<file path="config.mk">
export PLATFORM = sky130hd
export DESIGN_NAME = apb_uart_fifo
export DESIGN_NICKNAME = d
export VERILOG_FILES = /design/src/rtl/uart_pkg.sv /design/src/rtl/uart_sync_fifo.sv /design/src/rtl/apb_uart_fifo.sv
export SDC_FILE = /design/constraint.sdc
export NUM_CORES = 1
export LEC_CHECK = 0
export ABC_CLOCK_PERIOD_IN_PS = 3150
export BUFFER_PORTS_ARGS = -buffer_cell sky130_fd_sc_hd__buf_4
export CORE_MARGIN = 2
export CORE_UTILIZATION = 25
export CTS_BUF_LIST = sky130_fd_sc_hd__clkbuf_4 sky130_fd_sc_hd__clkbuf_8
export CTS_CLUSTER_DIAMETER = 50
export DETAILED_ROUTE_END_ITERATION = 10
export PLACE_DENSITY = 0.4
export REMOVE_ABC_BUFFERS = 1
export SLEW_MARGIN = 20
export SYNTH_ARGS = -nofsm -noshare
export SYNTH_HDL_FRONTEND = slang
export SYNTH_SLANG_ARGS = --single-unit
</file>
<file path="constraint.sdc">
create_clock -name PCLK -period 3.15 [get_ports PCLK]
set_input_delay 0.1575 -clock PCLK [delete_from_list [all_inputs] [get_ports PCLK]]
set_output_delay 0.1575 -clock PCLK [all_outputs]
set_load 0.05 [all_outputs]
</file>
<file path="src/rtl/uart_pkg.sv">
// rtl/uart_pkg.sv - register map, status/ctrl bit indices and FSM state types for apb_uart_fifo
package uart_pkg;

    localparam logic [4:0] DATA_OFS   = 5'h00;
    localparam logic [4:0] STATUS_OFS = 5'h04;
    localparam logic [4:0] BAUD_OFS   = 5'h08;
    localparam logic [4:0] CTRL_OFS   = 5'h0C;

    localparam int ST_TXRDY       = 0;
    localparam int ST_RXRDY       = 1;
    localparam int ST_PARITY_ERR  = 2;
    localparam int ST_OVERFLOW    = 3;
    localparam int ST_FRAMING_ERR = 4;
    localparam int ST_TX_IDLE     = 5;

    localparam int CTRL_PAR_EN   = 0;
    localparam int CTRL_PAR_ODD  = 1;
    localparam int CTRL_LOOPBACK = 2;

    localparam int OVERSAMPLE = 16;
    localparam int MID_SAMPLE = 8;

    typedef enum logic [2:0] {
        TXS_IDLE,
        TXS_START,
        TXS_DATA,
        TXS_PARITY,
        TXS_STOP
    } tx_state_t;

    typedef enum logic [2:0] {
        RXS_IDLE,
        RXS_START,
        RXS_DATA,
        RXS_PARITY,
        RXS_STOP
    } rx_state_t;

endpackage

</file>
<file path="src/rtl/uart_sync_fifo.sv">
// rtl/uart_sync_fifo.sv - synchronous FIFO with extra-MSB pointers; a push into a full FIFO succeeds only alongside a pop
module uart_sync_fifo #(
    parameter int WIDTH = 8,
    parameter int DEPTH = 16
) (
    input  logic             clk,
    input  logic             reset,
    input  logic             push,
    input  logic [WIDTH-1:0] wdata,
    input  logic             pop,
    output logic [WIDTH-1:0] rdata,
    output logic             full,
    output logic             empty
);

    localparam int AW = $clog2(DEPTH);

    logic [WIDTH-1:0] mem [DEPTH];
    logic [AW:0]      wptr;
    logic [AW:0]      rptr;
    logic             do_push;
    logic             do_pop;

    assign empty   = (wptr == rptr);
    assign full    = (wptr[AW] != rptr[AW]) && (wptr[AW-1:0] == rptr[AW-1:0]);
    assign do_pop  = pop & ~empty;
    assign do_push = push & (~full | do_pop);
    assign rdata   = mem[rptr[AW-1:0]];

    always_ff @(posedge clk) begin
        if (reset) begin
            wptr <= '0;
            rptr <= '0;
        end else begin
            if (do_push) wptr <= wptr + 1'b1;
            if (do_pop)  rptr <= rptr + 1'b1;
        end
    end

    always_ff @(posedge clk) begin
        if (do_push) mem[wptr[AW-1:0]] <= wdata;
    end

endmodule

</file>
<file path="src/rtl/apb_uart_fifo.sv">
// rtl/apb_uart_fifo.sv - APB UART with programmable baud/parity and TX/RX FIFOs
// Optional internal loopback via CTRL bit2 when UART_LOOPBACK_EN is defined.
module apb_uart_fifo
    import uart_pkg::*;
#(
    parameter int DATA_WIDTH = 8,
    parameter int TX_DEPTH   = 16,
    parameter int RX_DEPTH   = 16,
    parameter int BAUD_RESET = 1,
    parameter int APB_AW     = 5
) (
    input  logic              PCLK,
    input  logic              PRESET,
    input  logic [APB_AW-1:0] PADDR,
    input  logic              PSEL,
    input  logic              PENABLE,
    input  logic              PWRITE,
    input  logic [31:0]       PWDATA,
    output logic [31:0]       PRDATA,
    output logic              PREADY,
    output logic              PSLVERR,
    input  logic              RX,
    output logic              TX,
    output logic              TXRDY,
    output logic              RXRDY,
    output logic              PARITY_ERR,
    output logic              OVERFLOW,
    output logic              FRAMING_ERR
);

    localparam int CW = $clog2(OVERSAMPLE);
    localparam logic [CW-1:0] LAST_TICK = CW'(OVERSAMPLE - 1);
    localparam logic [CW-1:0] MID_TICK  = CW'(MID_SAMPLE - 1);
    localparam logic [3:0]    LAST_BIT  = 4'(DATA_WIDTH - 1);
`ifdef UART_LOOPBACK_EN
    localparam int CTRL_W = 3;
`else
    localparam int CTRL_W = 2;
`endif

    logic [15:0]           baud;
    logic [CTRL_W-1:0]     ctrl;
    logic [15:0]           baud_cnt;
    logic                  tick;
    logic                  par_en, par_odd;
    logic                  access, sel_data, sel_status, sel_baud, sel_ctrl, mapped;
    logic [4:0]            ofs;
    logic                  tx_push_req, rx_pop_req, rx_pop, status_clr;
    logic                  tx_full, tx_empty, tx_pop;
    logic                  rx_full, rx_empty, rx_done;
    logic [DATA_WIDTH-1:0] tx_rdata, rx_rdata;
    logic                  pe_flag, ov_flag, fe_flag, tx_idle;
    logic [5:0]            status;
    logic                  unused_bits;

    assign access     = PSEL & PENABLE;
    assign ofs        = {PADDR[4:2], 2'b00};
    assign sel_data   = (ofs == DATA_OFS);
    assign sel_status = (ofs == STATUS_OFS);
    assign sel_baud   = (ofs == BAUD_OFS);
    assign sel_ctrl   = (ofs == CTRL_OFS);
    assign mapped     = sel_data | sel_status | sel_baud | sel_ctrl;
    assign unused_bits = ^{PWDATA[31:16], PADDR[1:0]};

    assign tx_push_req = access & PWRITE & sel_data;
    assign rx_pop_req  = access & ~PWRITE & sel_data;
    assign rx_pop      = rx_pop_req & ~rx_empty;
    assign status_clr  = access & PWRITE & sel_status;
    assign PREADY      = 1'b1;
    assign PSLVERR     = access & (~mapped | (tx_push_req & tx_full) | (rx_pop_req & rx_empty));

    assign par_en  = ctrl[CTRL_PAR_EN];
    assign par_odd = ctrl[CTRL_PAR_ODD];

    assign status = {tx_idle, fe_flag, ov_flag, pe_flag, ~rx_empty, ~tx_full};

    always_comb begin
        PRDATA = '0;
        if (PSEL && !PWRITE) begin
            case (ofs)
                DATA_OFS:   if (!rx_empty) PRDATA[DATA_WIDTH-1:0] = rx_rdata;
                STATUS_OFS: PRDATA[5:0] = status;
                BAUD_OFS:   PRDATA[15:0] = baud;
                CTRL_OFS:   PRDATA[CTRL_W-1:0] = ctrl;
                default:    PRDATA = '0;
            endcase
        end
    end

    always_ff @(posedge PCLK) begin
        if (PRESET) begin
            baud <= 16'(BAUD_RESET);
            ctrl <= '0;
        end else if (access && PWRITE) begin
            if (sel_baud) baud <= PWDATA[15:0];
            if (sel_ctrl) ctrl <= PWDATA[CTRL_W-1:0];
        end
    end

    // Reload on tick only, so a BAUD write lands at the next period boundary.
    assign tick = (baud_cnt == 16'd0);
    always_ff @(posedge PCLK) begin
        if (PRESET)    baud_cnt <= '0;
        else if (tick) baud_cnt <= baud;
        else           baud_cnt <= baud_cnt - 1'b1;
    end

    uart_sync_fifo #(.WIDTH(DATA_WIDTH), .DEPTH(TX_DEPTH)) u_tx_fifo (
        .clk(PCLK), .reset(PRESET),
        .push(tx_push_req & ~tx_full), .wdata(PWDATA[DATA_WIDTH-1:0]),
        .pop(tx_pop), .rdata(tx_rdata), .full(tx_full), .empty(tx_empty)
    );

    // ---------------- transmitter ----------------
    tx_state_t             tx_state, tx_state_n;
    logic [CW-1:0]         tx_tick_cnt;
    logic [3:0]            tx_bit_cnt;
    logic [DATA_WIDTH-1:0] tx_shift;
    logic                  tx_par, tx_bit_end, tx_serial;

    assign tx_bit_end = tick && (tx_tick_cnt == LAST_TICK);
    assign tx_idle    = tx_empty && (tx_state == TXS_IDLE);

    always_comb begin
        tx_state_n = tx_state;
        tx_pop     = 1'b0;
        case (tx_state)
            TXS_IDLE: if (!tx_empty) begin
                tx_pop     = 1'b1;
                tx_state_n = TXS_START;
            end
            TXS_START:  if (tx_bit_end) tx_state_n = TXS_DATA;
            TXS_DATA:   if (tx_bit_end && tx_bit_cnt == LAST_BIT)
                            tx_state_n = par_en ? TXS_PARITY : TXS_STOP;
            TXS_PARITY: if (tx_bit_end) tx_state_n = TXS_STOP;
            TXS_STOP:   if (tx_bit_end) begin
                if (!tx_empty) begin
                    tx_pop     = 1'b1;
                    tx_state_n = TXS_START;
                end else begin
                    tx_state_n = TXS_IDLE;
                end
            end
            default: tx_state_n = TXS_IDLE;
        endcase
    end

    always_ff @(posedge PCLK) begin
        if (PRESET) begin
            tx_state    <= TXS_IDLE;
            tx_tick_cnt <= '0;
            tx_bit_cnt  <= '0;
            tx_shift    <= '0;
            tx_par      <= 1'b0;
        end else begin
            tx_state <= tx_state_n;
            if (tx_state == TXS_IDLE) tx_tick_cnt <= '0;
            else if (tick)            tx_tick_cnt <= tx_tick_cnt + 1'b1;
            if (tx_pop) begin
                tx_shift   <= tx_rdata;
                tx_par     <= ^tx_rdata ^ par_odd;
                tx_bit_cnt <= '0;
            end else if (tx_state == TXS_DATA && tx_bit_end) begin
                tx_shift   <= tx_shift >> 1;
                tx_bit_cnt <= tx_bit_cnt + 1'b1;
            end
        end
    end

    always_comb begin
        case (tx_state)
            TXS_START:  tx_serial = 1'b0;
            TXS_DATA:   tx_serial = tx_shift[0];
            TXS_PARITY: tx_serial = tx_par;
            default:    tx_serial = 1'b1;
        endcase
    end

    // ---------------- receiver ----------------
    rx_state_t             rx_state, rx_state_n;
    logic                  rx_meta, rx_sync, rx_in, rx_prev;
    logic [CW-1:0]         rx_tick_cnt;
    logic [3:0]            rx_bit_cnt;
    logic [DATA_WIDTH-1:0] rx_shift;
    logic                  rx_par_bad, rx_sample;

`ifdef UART_LOOPBACK_EN
    logic loopback;
    assign loopback = ctrl[CTRL_LOOPBACK];
    assign rx_in    = loopback ? tx_serial : rx_sync;
    assign TX       = loopback ? 1'b1 : tx_serial;
`else
    assign rx_in = rx_sync;
    assign TX    = tx_serial;
`endif

    always_ff @(posedge PCLK) begin
        if (PRESET) begin
            rx_meta <= 1'b1;
            rx_sync <= 1'b1;
            rx_prev <= 1'b1;
        end else begin
            rx_meta <= RX;
            rx_sync <= rx_meta;
            rx_prev <= rx_in;
        end
    end

    // Tick counter starts at the falling edge, so MID_TICK lands mid-bit for every bit.
    assign rx_sample = tick && (rx_tick_cnt == MID_TICK);

    always_comb begin
        rx_state_n = rx_state;
        rx_done    = 1'b0;
        case (rx_state)
            RXS_IDLE:   if (rx_prev && !rx_in) rx_state_n = RXS_START;
            RXS_START:  if (rx_sample) rx_state_n = rx_in ? RXS_IDLE : RXS_DATA;
            RXS_DATA:   if (rx_sample && rx_bit_cnt == LAST_BIT)
                            rx_state_n = par_en ? RXS_PARITY : RXS_STOP;
            RXS_PARITY: if (rx_sample) rx_state_n = RXS_STOP;
            RXS_STOP:   if (rx_sample) begin
                rx_done    = 1'b1;
                rx_state_n = RXS_IDLE;
            end
            default: rx_state_n = RXS_IDLE;
        endcase
    end

    always_ff @(posedge PCLK) begin
        if (PRESET) begin
            rx_state    <= RXS_IDLE;
            rx_tick_cnt <= '0;
            rx_bit_cnt  <= '0;
            rx_shift    <= '0;
            rx_par_bad  <= 1'b0;
        end else begin
            rx_state <= rx_state_n;
            if (rx_state == RXS_IDLE) begin
                rx_tick_cnt <= '0;
                rx_bit_cnt  <= '0;
                rx_par_bad  <= 1'b0;
            end else begin
                if (tick) rx_tick_cnt <= rx_tick_cnt + 1'b1;
                if (rx_state == RXS_DATA && rx_sample) begin
                    rx_shift   <= {rx_in, rx_shift[DATA_WIDTH-1:1]};
                    rx_bit_cnt <= rx_bit_cnt + 1'b1;
                end
                if (rx_state == RXS_PARITY && rx_sample)
                    rx_par_bad <= rx_in ^ (^rx_shift) ^ par_odd;
            end
        end
    end

    uart_sync_fifo #(.WIDTH(DATA_WIDTH), .DEPTH(RX_DEPTH)) u_rx_fifo (
        .clk(PCLK), .reset(PRESET),
        .push(rx_done), .wdata(rx_shift),
        .pop(rx_pop), .rdata(rx_rdata), .full(rx_full), .empty(rx_empty)
    );

    // Set beats a same-cycle write-1-clear.
    always_ff @(posedge PCLK) begin
        if (PRESET) begin
            pe_flag <= 1'b0;
            ov_flag <= 1'b0;
            fe_flag <= 1'b0;
        end else begin
            pe_flag <= (rx_done & rx_par_bad) |
                       (pe_flag & ~(status_clr & PWDATA[ST_PARITY_ERR]));
            ov_flag <= (rx_done & rx_full & ~rx_pop) |
                       (ov_flag & ~(status_clr & PWDATA[ST_OVERFLOW]));
            fe_flag <= (rx_done & ~rx_in) |
                       (fe_flag & ~(status_clr & PWDATA[ST_FRAMING_ERR]));
        end
    end

    assign TXRDY       = ~tx_full;
    assign RXRDY       = ~rx_empty;
    assign PARITY_ERR  = pe_flag;
    assign OVERFLOW    = ov_flag;
    assign FRAMING_ERR = fe_flag;

endmodule

</file>
==> flow_summary.yaml <==
setup_path:
  cp_max_fo: 9
  cp.arrival_ps: 2870
  worst_ep_required_time_ps: 2990
  cp-start-kind: "register"
  critical_path_class: "register to output pin"
  worst_setup_path_end_kind: "output pin"
synth:
  synth_area_per_cell_um2: 14.7
  synth-edff-count: 256
  seq_area_frac_synth_pct: 65.6
  ys_warn_count: 0
  async_flop_share_pct: 0
  ys_types: 55
  synth_seq_cells: 364
  synth_area_um2: 15000
  synth_flop_cell: "edfxtp_1"
  synthCells: 1023
sta:
  finalCritPeriodShare_pct: 96.1
  maxSlewViolCount: 0
  setup_ws_ps: 124
  min_period_ps: 3030
  slew_headroom_pct: 37.0
  final.setup.tns_ps: 0
  clock_skew_ps: 51.3
  max_clock_freq_ghz: 0.330
  hold_ws_ps: 67.4
  worstMarginPinSlew_ps: 941
  final_hold_viol_count: 0
  setup_viol: 0
  rsz0062_at_grt: "false"
power:
  p_int_w: 0.00880
  swShare_pct: 24.3
  p_leak_nw: 6.14
  ir_worst_vdd_uv: 253
  pwr-share-seq_pct: 45.8
  combinationalPowerShare_pct: 9.9
  power.share.clock_pct: 44.3
  power_density_nw_per_um2: 630
  p_sw_w: 0.00282
  total_power_w: 0.0116
hold_path:
  min_path_type: "input pin to register"
floorplanning:
  die_x_um: 249
  start_util_pct: 25.4
  dieHeight_um: 249
  core_area_um2: 59100
  num_rows: 89
  dieArea_um2: 62000
  boundaryPins: 83
detailed_routing:
  drt_iter0_drc: 522
  routed_wl_mm: 36.4
  first_pass_iters: 4
  vias_per_cell: 4.37
  vias: 8781
  drc: 0
  final_antenna_net_count: 0
  wl_per_cell_um: 18.1
cts:
  numCtsBuffers: 69
  clkSinkCount: 364
  clk_path_buf_depth: 3
  cts_root_buffer: "clkbuf_8"
  clk_latency_ps: 640
  path_clk_slew_ps: 60
  cts_tree: "done"
  htreeDepth: 3
final_layout:
  layout_commonest_cell: "edfxtp_1"
  fin_nets: 1239
  drive_gt1_share_pct: 27.1
  area_delta_synth_final_pct: 22.9
  n_fill_cell: 5874
  diodes: 0
  finish.utilization_pct: 31.2
  mostFrequentLayoutCells: "edfxtp_1, nor2_1, buf_4"
outcome:
  status: "finished, final reports clean"
place:
  pre_cts_ws_ps: 243
  port-buffer-count: 47
  place.gp.congestion: 0.735
  hpwl_mm: 24.4
grt:
  grt_pass1_wl_mm: 56.2
  antenna_found_initial: 1
  first_global_vias: 9220
  overflow: 0
  grt_max_degree: 56
  gr-usage-all-layers_pct: 12.0
job:
  drv_cap: 0
-- per-layer routing --
layer  vias to the layer above  GRT usage (%)  wire length (um)
met1                      4407           15.8             16800
met3                        68           2.55              1510
li1                       4143              -                 -
met5                         -              0                12
met4                         2           4.50               829
met2                       161           19.4             17300
-- flip-flops by register name, indices dropped and copies added, names as in the netlist, 2 cells and up, named ones only --
| signal | flops |
|---|---|
| u_rx_fifo.mem | 128 |
| u_tx_fifo.mem | 128 |
| baud | 16 |
| baud_cnt | 16 |
| rx_shift | 8 |
| tx_shift | 8 |
| u_rx_fifo.rptr | 5 |
| u_rx_fifo.wptr | 5 |
| u_tx_fifo.rptr | 5 |
| u_tx_fifo.wptr | 5 |
| rx_bit_cnt | 4 |
| rx_tick_cnt | 4 |
| tx_bit_cnt | 4 |
| tx_tick_cnt | 4 |
| rx_state | 3 |
| tx_state | 3 |
| ctrl | 2 |
-- worst paths after layout --
path                from          end  slack [ps]  cells after the start
max             register    PRDATA[0]         120                      6
min reg2reg      rx_meta        rx_in         430                      1
min             PADDR[4]      ctrl[1]          70                      4
max reg2reg  baud_cnt[2]  tx_shift[2]         230                      8
-- kinds of logic (layout without fill, tap and decap cells) --
family / Yosys count / count (layout) / share of synthesized area [%]
buffers and inverters: 76 / 273 / 2.53
adders and majority gates: 15 / 15 / 1.25
muxes: 95 / 95 / 12.7
and+or+nand+nor: 318 / 318 / 10.1
other: 2 / 17 / 0.0500
xor gates and xnor gates: 60 / 60 / 3.78
AOI/OAI and AO/OA: 93 / 93 / 4.01
DFF: 364 / 364 / 65.6
-- per-stage QoR --
step / instances / instance area [um^2]
after floorplan: 972 / 14700
after global routing: 2008 / 18400
after detailed placement: 1850 / 16500
after global placement: 1850 / 16500
after CTS: 2008 / 18400
final: 2008 / 18400
-- layout make-up --
| cell class | instances | area [um^2] | area share (%) |
|---|---|---|---|
| clock buffers | 93 | 1170 | 6.33 |
| clock inverters | 32 | 385 | 2.09 |
| inverters | 10 | 37.5 | 0.204 |
| multi-input cells | 598 | 4870 | 26.4 |
| flip-flops and latches | 364 | 9850 | 53.4 |
| well taps | 773 | 967 | 5.24 |
| repair buffers | 138 | 1160 | 6.29 |
-- synth_stat cells, types with 2 or more instances --
| master | count | area (um^2) |
|---|---|---|
| ha_1 | 15 | 188 |
| mux4_2 | 76 | 1710 |
| buf_2 | 6 | 30.0 |
| o31ai_1 | 2 | 15.0 |
| buf_6 | 2 | 22.5 |
| nor2b_1 | 6 | 37.5 |
| xnor3_1 | 3 | 67.6 |
| nor4_1 | 3 | 18.8 |
| nor2_1 | 121 | 454 |
| a311oi_1 | 2 | 17.5 |
| nand3_1 | 10 | 50.1 |
| nand3_4 | 2 | 35.0 |
| a211oi_1 | 11 | 82.6 |
| nor3_1 | 33 | 165 |
| and3_1 | 2 | 12.5 |
| dfxtp_1 | 108 | 2160 |
| o21ai_0 | 9 | 45.0 |
| nand4_1 | 13 | 81.3 |
| nand2b_1 | 11 | 68.8 |
| and2_1 | 10 | 62.6 |
| mux2i_1 | 19 | 190 |
| or3_1 | 7 | 43.8 |
| buf_1 | 4 | 15.0 |
| nand3b_1 | 2 | 15.0 |
| buf_4 | 19 | 143 |
| a21oi_1 | 40 | 200 |
| edfxtp_1 | 256 | 7690 |
| clkbuf_1 | 35 | 131 |
| a22oi_1 | 19 | 143 |
| xnor2_1 | 28 | 245 |
| nand2_1 | 79 | 297 |
| inv_1 | 10 | 37.5 |
| conb_1 | 2 | 7.51 |
| nor3b_1 | 3 | 22.5 |
| xor2_1 | 29 | 254 |
| or2_2 | 7 | 43.8 |
-- power by group through the flow --
stage / Clock [W] / Combinational [W] / Sequential (W)
final: 0.00515 / 0.00115 / 0.00532
after global routing: 0.00553 / 0.00129 / 0.00534
after CTS: 0.00534 / 0.00117 / 0.00532
after detailed placement: 0 / 0.00115 / 0.00542
after global placement: 0 / 0.00115 / 0.00542
after floorplan: 0 / 0.000779 / 0.00542
-- critical path: stages (launching register included) --
cell	delay [ps]
dfxtp_4	390
buf_12	140
mux4_2	550
mux4_2	530
a222oi_1	340
nor3_2	110
buf_6	170
-- repair_timing --
action | in CTS | in global routing
setup endpoints to repair | 4 | 3
endpoints found under the hold margin | 166 | 0
pin swaps | 1 | 1
setup buffers | 10 | 0
hold buffers | 23 | 0
resized for setup | 3 | 6
Power figures use the tool's default switching activity.
